==> src/rtl/fifo8_port_arbiter.sv <==
// -----------------------------------------------------------------------------
// fifo8_port_arbiter
//
// Single-operation-per-cycle controller in front of an 8-entry FIFO with one
// write port and one read port. Two producers (A, B) share the write port and
// one consumer uses the read port. The block tracks occupancy so the FIFO is
// never overflowed or underflowed, and it registers the consumer's read-valid.
//
// Ports
//   clk, rst              clock, asynchronous active-high reset
//   a_req/a_data/a_gnt    producer A request, data, grant (grant is combinational)
//   b_req/b_data/b_gnt    producer B request, data, grant (grant is combinational)
//   rd_req/rd_gnt         consumer pop request and grant (grant is combinational)
//   rd_valid/rd_data      popped word, valid the cycle after rd_gnt
//   fifo_wen/ren/din      FIFO write enable, read enable, write data
//   fifo_dout/fifo_error  FIFO read data (one cycle after ren) and error flag
//   count/full/empty      current occupancy and its limit flags
//   err_sticky            latched fifo_error, cleared only by rst
// -----------------------------------------------------------------------------
module fifo8_port_arbiter #(
    parameter int DW    = 8,
    parameter int DEPTH = 8,
    parameter int CW    = 4
) (
    input  logic          clk,
    input  logic          rst,
    input  logic          a_req,
    input  logic [DW-1:0] a_data,
    output logic          a_gnt,
    input  logic          b_req,
    input  logic [DW-1:0] b_data,
    output logic          b_gnt,
    input  logic          rd_req,
    output logic          rd_gnt,
    output logic          rd_valid,
    output logic [DW-1:0] rd_data,
    output logic          fifo_wen,
    output logic          fifo_ren,
    output logic [DW-1:0] fifo_din,
    input  logic [DW-1:0] fifo_dout,
    input  logic          fifo_error,
    output logic [CW-1:0] count,
    output logic          full,
    output logic          empty,
    output logic          err_sticky
);

    typedef enum logic {
        RR_A = 1'b0,
        RR_B = 1'b1
    } rr_e;

    localparam logic [CW-1:0] DEPTH_C = CW'(DEPTH);
    localparam logic [CW-1:0] ONE_C   = {{(CW-1){1'b0}}, 1'b1};
    localparam logic [CW-1:0] ZERO_C  = {CW{1'b0}};

    logic [CW-1:0] count_q, count_d;
    rr_e           rr_ptr_q, rr_ptr_d;
    logic          last_rd_q;
    logic          rd_valid_q;
    logic          err_sticky_q, err_sticky_d;

    logic          wr_elig_s;
    logic          rd_elig_s;
    logic          a_gnt_s;
    logic          b_gnt_s;
    logic          rd_gnt_s;

    // Grant selection: read/write alternation on contention, then A/B round robin.
    always_comb begin
        a_gnt_s   = 1'b0;
        b_gnt_s   = 1'b0;
        rd_gnt_s  = 1'b0;
        wr_elig_s = (a_req | b_req) & (count_q < DEPTH_C);
        rd_elig_s = rd_req & (count_q != ZERO_C);
        if (rst) begin
            // Grants must drop the moment reset rises, not at the next edge.
            rd_gnt_s = 1'b0;
        end else if (rd_elig_s && (!wr_elig_s || !last_rd_q)) begin
            rd_gnt_s = 1'b1;
        end else if (wr_elig_s) begin
            if (a_req && b_req) begin
                if (rr_ptr_q == RR_A) begin
                    a_gnt_s = 1'b1;
                end else begin
                    b_gnt_s = 1'b1;
                end
            end else if (a_req) begin
                a_gnt_s = 1'b1;
            end else begin
                b_gnt_s = 1'b1;
            end
        end else begin
            rd_gnt_s = 1'b0;
        end
    end

    // Next-state for occupancy, round-robin pointer and sticky error.
    always_comb begin
        count_d      = count_q;
        rr_ptr_d     = rr_ptr_q;
        err_sticky_d = err_sticky_q | fifo_error;
        if (a_gnt_s) begin
            count_d  = count_q + ONE_C;
            rr_ptr_d = RR_B;
        end else if (b_gnt_s) begin
            count_d  = count_q + ONE_C;
            rr_ptr_d = RR_A;
        end else if (rd_gnt_s) begin
            count_d  = count_q - ONE_C;
        end else begin
            count_d  = count_q;
        end
    end

    // State registers with asynchronous reset.
    always_ff @(posedge clk or posedge rst) begin
        if (rst) begin
            count_q      <= ZERO_C;
            rr_ptr_q     <= RR_A;
            last_rd_q    <= 1'b0;
            rd_valid_q   <= 1'b0;
            err_sticky_q <= 1'b0;
        end else begin
            count_q      <= count_d;
            rr_ptr_q     <= rr_ptr_d;
            last_rd_q    <= rd_gnt_s;
            rd_valid_q   <= rd_gnt_s;
            err_sticky_q <= err_sticky_d;
        end
    end

    assign a_gnt      = a_gnt_s;
    assign b_gnt      = b_gnt_s;
    assign rd_gnt     = rd_gnt_s;
    assign fifo_wen   = a_gnt_s | b_gnt_s;
    assign fifo_ren   = rd_gnt_s;
    assign fifo_din   = a_gnt_s ? a_data : b_data;
    assign rd_valid   = rd_valid_q;
    assign rd_data    = fifo_dout;
    assign count      = count_q;
    assign full       = (count_q == DEPTH_C);
    assign empty      = (count_q == ZERO_C);
    assign err_sticky = err_sticky_q;

endmodule

==> config.mk <==
export PLATFORM = sky130hd
export DESIGN_NAME = fifo8_port_arbiter
export DESIGN_NICKNAME = d
export VERILOG_FILES = /design/src/rtl/fifo8_port_arbiter.sv
export SDC_FILE = /design/constraint.sdc
export NUM_CORES = 1
export LEC_CHECK = 0
export BUFFER_PORTS_ARGS = -buffer_cell sky130_fd_sc_hd__buf_4
export CORE_MARGIN = 2
export CORE_UTILIZATION = 25
export CTS_BUF_LIST = sky130_fd_sc_hd__clkbuf_4 sky130_fd_sc_hd__clkbuf_8
export DETAILED_ROUTE_END_ITERATION = 6
export SETUP_SLACK_MARGIN = 0.15
export SYNTH_ARGS = -nofsm -noshare
export SYNTH_HDL_FRONTEND = slang
export SYNTH_SLANG_ARGS = --single-unit
==> constraint.sdc <==
create_clock -name clk -period 1.9 [get_ports clk]
set_input_delay 0 -clock clk [delete_from_list [all_inputs] [get_ports clk]]
set_output_delay 0 -clock clk [all_outputs]
set_load 0.02 [all_outputs]
-- Word-level counts from Yosys, hierarchy flattened
Index checks and enable logic that the tools add are counted.
- order comparisons: 1
- reductions and logical operators: 9
- multiplexer cells: 20
- $add $sub $neg: 2
- bitwise operators: 5
- equal/unequal tests: 1
- operators with widths (cell ; number):
    two-way mux 1 bit ; 16
    two-way mux 4 bit ; 3
    two-way mux 8 bit ; 1
    adder 4 x 1 -> 4 bit, second input constant ; 1
    == test 4 bit, second input constant ; 1
    zero test 4 bit ; 1
    < comparator 4 bit, second input constant ; 1
    nonzero test 4 bit ; 1
    subtractor 4 x 1 -> 4 bit, second input constant ; 1
    bitwise OR 1 bit ; 3
    nonzero test 3 bit ; 1
    bitwise AND 1 bit ; 2
    logical AND 1 bit ; 2
    zero test 1 bit ; 2
    nonzero test 2 bit ; 1
    logical OR 1 bit ; 1
- output and inout port bits: 29
- word-level logic and storage cells: 42
- bits in registers: 7

-- Depth between registers and ports, before layout
- depth in word-level cells: 10
- depth in mapped cells: 7
- mapped depth without buffers: 6

-- Worst setup path after synthesis
No wires, ideal clock.
- path kind: register to register
- start point: register count_q[0], in the netlist count[0]
- end point: register count_q[3], in the netlist count[3]
- data arrival time: 1766 ps
- clock period less this slack: 1833 ps
- path buffers: 0
- cell stages (with the launch flop): 7
- data required time: 1833 ps
- slack: 67 ps
- setup time: 67 ps
- cells stage by stage: dfrtp_1 > inv_1 > ha_1 > nand2b_1 > a2111oi_2 > nand4_1 > nand2_1
- longest elaborated chain between the ends: 9
- ends and longest elaborated chain (what ; RTL line ; source):
    start: declaration ; 57 ; logic [CW-1:0] count_q, count_d;
    start signal: assignment ; 125 ; count_q <= count_d;
    < comparator 4 bit ; 74 ; wr_elig_s = (a_req | b_req) & (count_q < DEPTH_C);
    bitwise AND 1 bit ; 74 ;
    zero test 1 bit ; 79 ; end else if (rd_elig_s && (!wr_elig_s || !last_rd_q)) begin
    logical OR 1 bit ; 79 ;
    logical AND 1 bit ; 79 ;
    two-way mux 1 bit ; 79 ;
    two-way mux 1 bit ; 76 ; if (rst) begin
    two-way mux 4 bit ; 106 ; end else if (b_gnt_s) begin
    two-way mux 4 bit ; 103 ; if (a_gnt_s) begin
Several ways; a longest one is shown, not always the timed one. The select of a mux whose other input is x is not followed.
A chain may end at the register's enable or synchronous reset.

-- Worst setup path in the final report
- start point: register count_q[0], in the netlist count[0]
- end point: output fifo_wen
- longest elaborated chain between the ends: 8
- ends and longest elaborated chain (what ; RTL line ; source):
    < comparator 4 bit ; 74 ;
    bitwise AND 1 bit ; 74 ;
    zero test 1 bit ; 79 ;
    logical OR 1 bit ; 79 ;
    logical AND 1 bit ; 79 ;
    two-way mux 1 bit ; 79 ;
    two-way mux 1 bit ; 76 ;
    bitwise OR 1 bit (*) ; 136 ; assign fifo_wen = a_gnt_s | b_gnt_s;
    end: declaration ; 37 ; output logic fifo_wen,
Every way passes the cells marked *; elsewhere a longest branch is shown, timed or not.

==> results.py <==
metrics = {
    "status": {
        "status": "finished with violations",
        "violations": "setup timing",
    },
    "place": {
        "io_buffers": 42,
        "place_ws_ns": 0.07682,
        "post-dp-hpwl_um": 1469,
        "place_congestion": 0.8121,
    },
    "floorplan": {
        "initial_core_util": 0.2590,
        "die_w_um": 56.99,
        "dieArea_um2": 3247,
        "core-area_um2": 2710,
        "rows": 19,
        "ios": 59,
        "die_h_um": 56.99,
    },
    "logic_synthesis": {
        "async_flop_share": 1.000,
        "synth_edf_count": 0,
        "ys_ff_latch": 7,
        "synth_nets": 103,
        "yosys_warnings": 0,
        "syn_avg_cell_area_um2": 9.886,
        "syn_inst": 71,
        "netlist_area_um2": 701.9,
        "synthFlopType": "dfrtp_1",
        "ys_types": 32,
        "ys_seq_area_frac": 0.2496,
    },
    "critical_path": {
        "arrival_ns": 1.95,
        "critPathKind": "reg2out",
        "required_ns": 1.90,
        "worst_setup_path_end_kind": "output pin",
        "cp-start-kind": "register",
        "crit_fanout": 3,
    },
    "pwr": {
        "p_leak_nw": 0.5889,
        "powerDensity_nw_per_um2": 1281,
        "power_mw": 1.556,
        "ir_worst_vdd_mv": 0.7480,
    },
    "global_routing": {
        "grt_usage": 0.1287,
        "antenna_found_initial": 0,
        "gr-total-overflow": 0,
        "grt_pass1_wl_um": 3263,
        "grt_pass1_vias": 725,
        "grt_start_max_net_pins": 10,
    },
    "routing": {
        "postRouteWirelength_um": 2195,
        "vias": 716,
        "routed_via_density": 4.619,
        "first_iter_violations": 3,
        "wl_per_cell_um": 14.16,
        "drc": 0,
        "dr.pass1.iters": 4,
        "ant_nets": 0,
    },
    "timing": {
        "skew_ns": 0.004246,
        "rsz0062_at_grt": "true",
        "hold_slack_ns": 0.000008815,
        "relSlewSlack": 0.6647,
        "finalHoldViolCount": 0,
        "max_slew.worst_pin.slew_ns": 0.5020,
        "fmax_mhz": 514.0,
        "layout_setup_ws_ns": -0.04535,
        "finalSetupTns_ns": -0.1574,
        "setup_viol": 7,
        "fin_crit_ns": 1.945,
        "slew_viol_final": 0,
        "fin_crit_sh": 1.024,
    },
    "finish": {
        "area_growth_pct": 73.08,
        "drive_gt1_frac": 0.7177,
        "final_cell_mix": "53 x buf_4, 6 x inv_1, 6 x mux2_2, 6 x dfrtp_1",
        "num-nets-final": 157,
        "num_antenna_cells": 0,
        "fillers": 272,
        "final_common_cell": "buf_4",
    },
    "cts": {
        "cts_max_level": 1,
        "path_clk_slew_ns": 0.05,
        "cts_sinks": 7,
        "tritoncts": "built",
        "clk_root_buffer_cell": "clkbuf_4",
        "cts_made_buffers": 3,
        "clk_latency_ns": 0.26,
        "cts_buffer_depth": 2,
    },
    "worst_hold_path": {
        "min_path_type": "in2out",
    },
    "job": {
        "maxCapViolCount": 0,
    },
}
## report_power, final
part	switching, mW	internal, mW	leakage [nW]
sequential	0.0494	0.210	0.0793
combinational	0.554	0.585	0.491
clock	0.0626	0.0949	0.0184
total	0.666	0.890	0.589
## final timing paths
check	start	end	slack, ns	depth (start not counted)
min	fifo_dout[2]	rd_data[2]	0.000009	0
min in group asynchronous	rst	rr_ptr_q$_DFFE_PP0P_	0.34	3
max reg2reg	count[0]$_DFFE_PP0P_	rr_ptr_q$_DFFE_PP0P_	0.10	9
max in group asynchronous	rst	count[0]$_DFFE_PP0P_	1.30	3
max	count[0]$_DFFE_PP0P_	fifo_wen	-0.05	8
min reg2reg	err_sticky$_DFF_PP0_	err_sticky$_DFF_PP0_	0.47	1
## area by class of cell
cell class	count	area (um2)	share of cell area
timing repair buffer	59	462.9	0.3810
multi-input combinational	46	476.7	0.3924
tap	31	38.79	0.03193
sequential	7	176.4	0.1452
clock buffer	4	30.03	0.02472
inverter	8	30.03	0.02472
## through the flow
stage                     utilization  std cells  cell area (um2)
after floorplan                     -         71            718.2
final                          0.4483        155             1215
after CTS                      0.4206        148             1140
after global placement         0.3703        135             1003
after global routing           0.4483        155             1215
after detailed placement       0.3703        135             1003
## per-layer routing
metal,up-vias,wire [um],track usage
met2,22,1216,0.2282
met4,0,47,0.07973
li1,346,-,-
met3,5,108,0.01814
met1,343,821,0.1441
met5,-,0,0
## worst max-delay path, stage by stage, from the launching register on
cell,delay (ns)
dfrtp_2,0.40
inv_2,0.09
ha_4,0.16
nand2b_4,0.06
buf_4,0.13
buf_6,0.10
buf_6,0.11
a2111oi_4,0.42
buf_4,0.21
## cell families after synthesis
family / after synthesis / share of synthesized area
DFF: 7 / 0.2496
muxes: 9 / 0.1426
adders and majority gates: 2 / 0.03564
AOI/OAI and AO/OA: 14 / 0.2282
xor gates and xnor gates: 2 / 0.02496
buffers and inverters: 19 / 0.1622
and+or+nand+nor: 18 / 0.1569
## cells in the mapped netlist (all sizes together) (2+ instances only)
cell type   n  area [um2]
mux2        8       90.09
a2111oi     2       42.54
a21oi       3       18.77
nand4       2       12.51
ha          2       25.02
nand2       4       15.01
a211oi      3       45.04
buf        11       83.82
nor2        4       15.01
inv         8       30.03
o21ba       2       20.02
dfrtp       7       175.2
## registers in the layout, indices dropped and copies added (netlist names)
name,cells
count,4
rr_ptr_q,1
rd_valid,1
err_sticky,1
## repair_timing
item                       in CTS  in global routing
pin swaps                       4                  5
resized for setup               8                  6
setup buffers                   6                  7
hold endpoints to repair        8                  0
cloned                          1                  0
setup endpoints to repair      15                 15
hold buffers                    2                  0
Note: power is estimated with default switching activity, not from simulation.
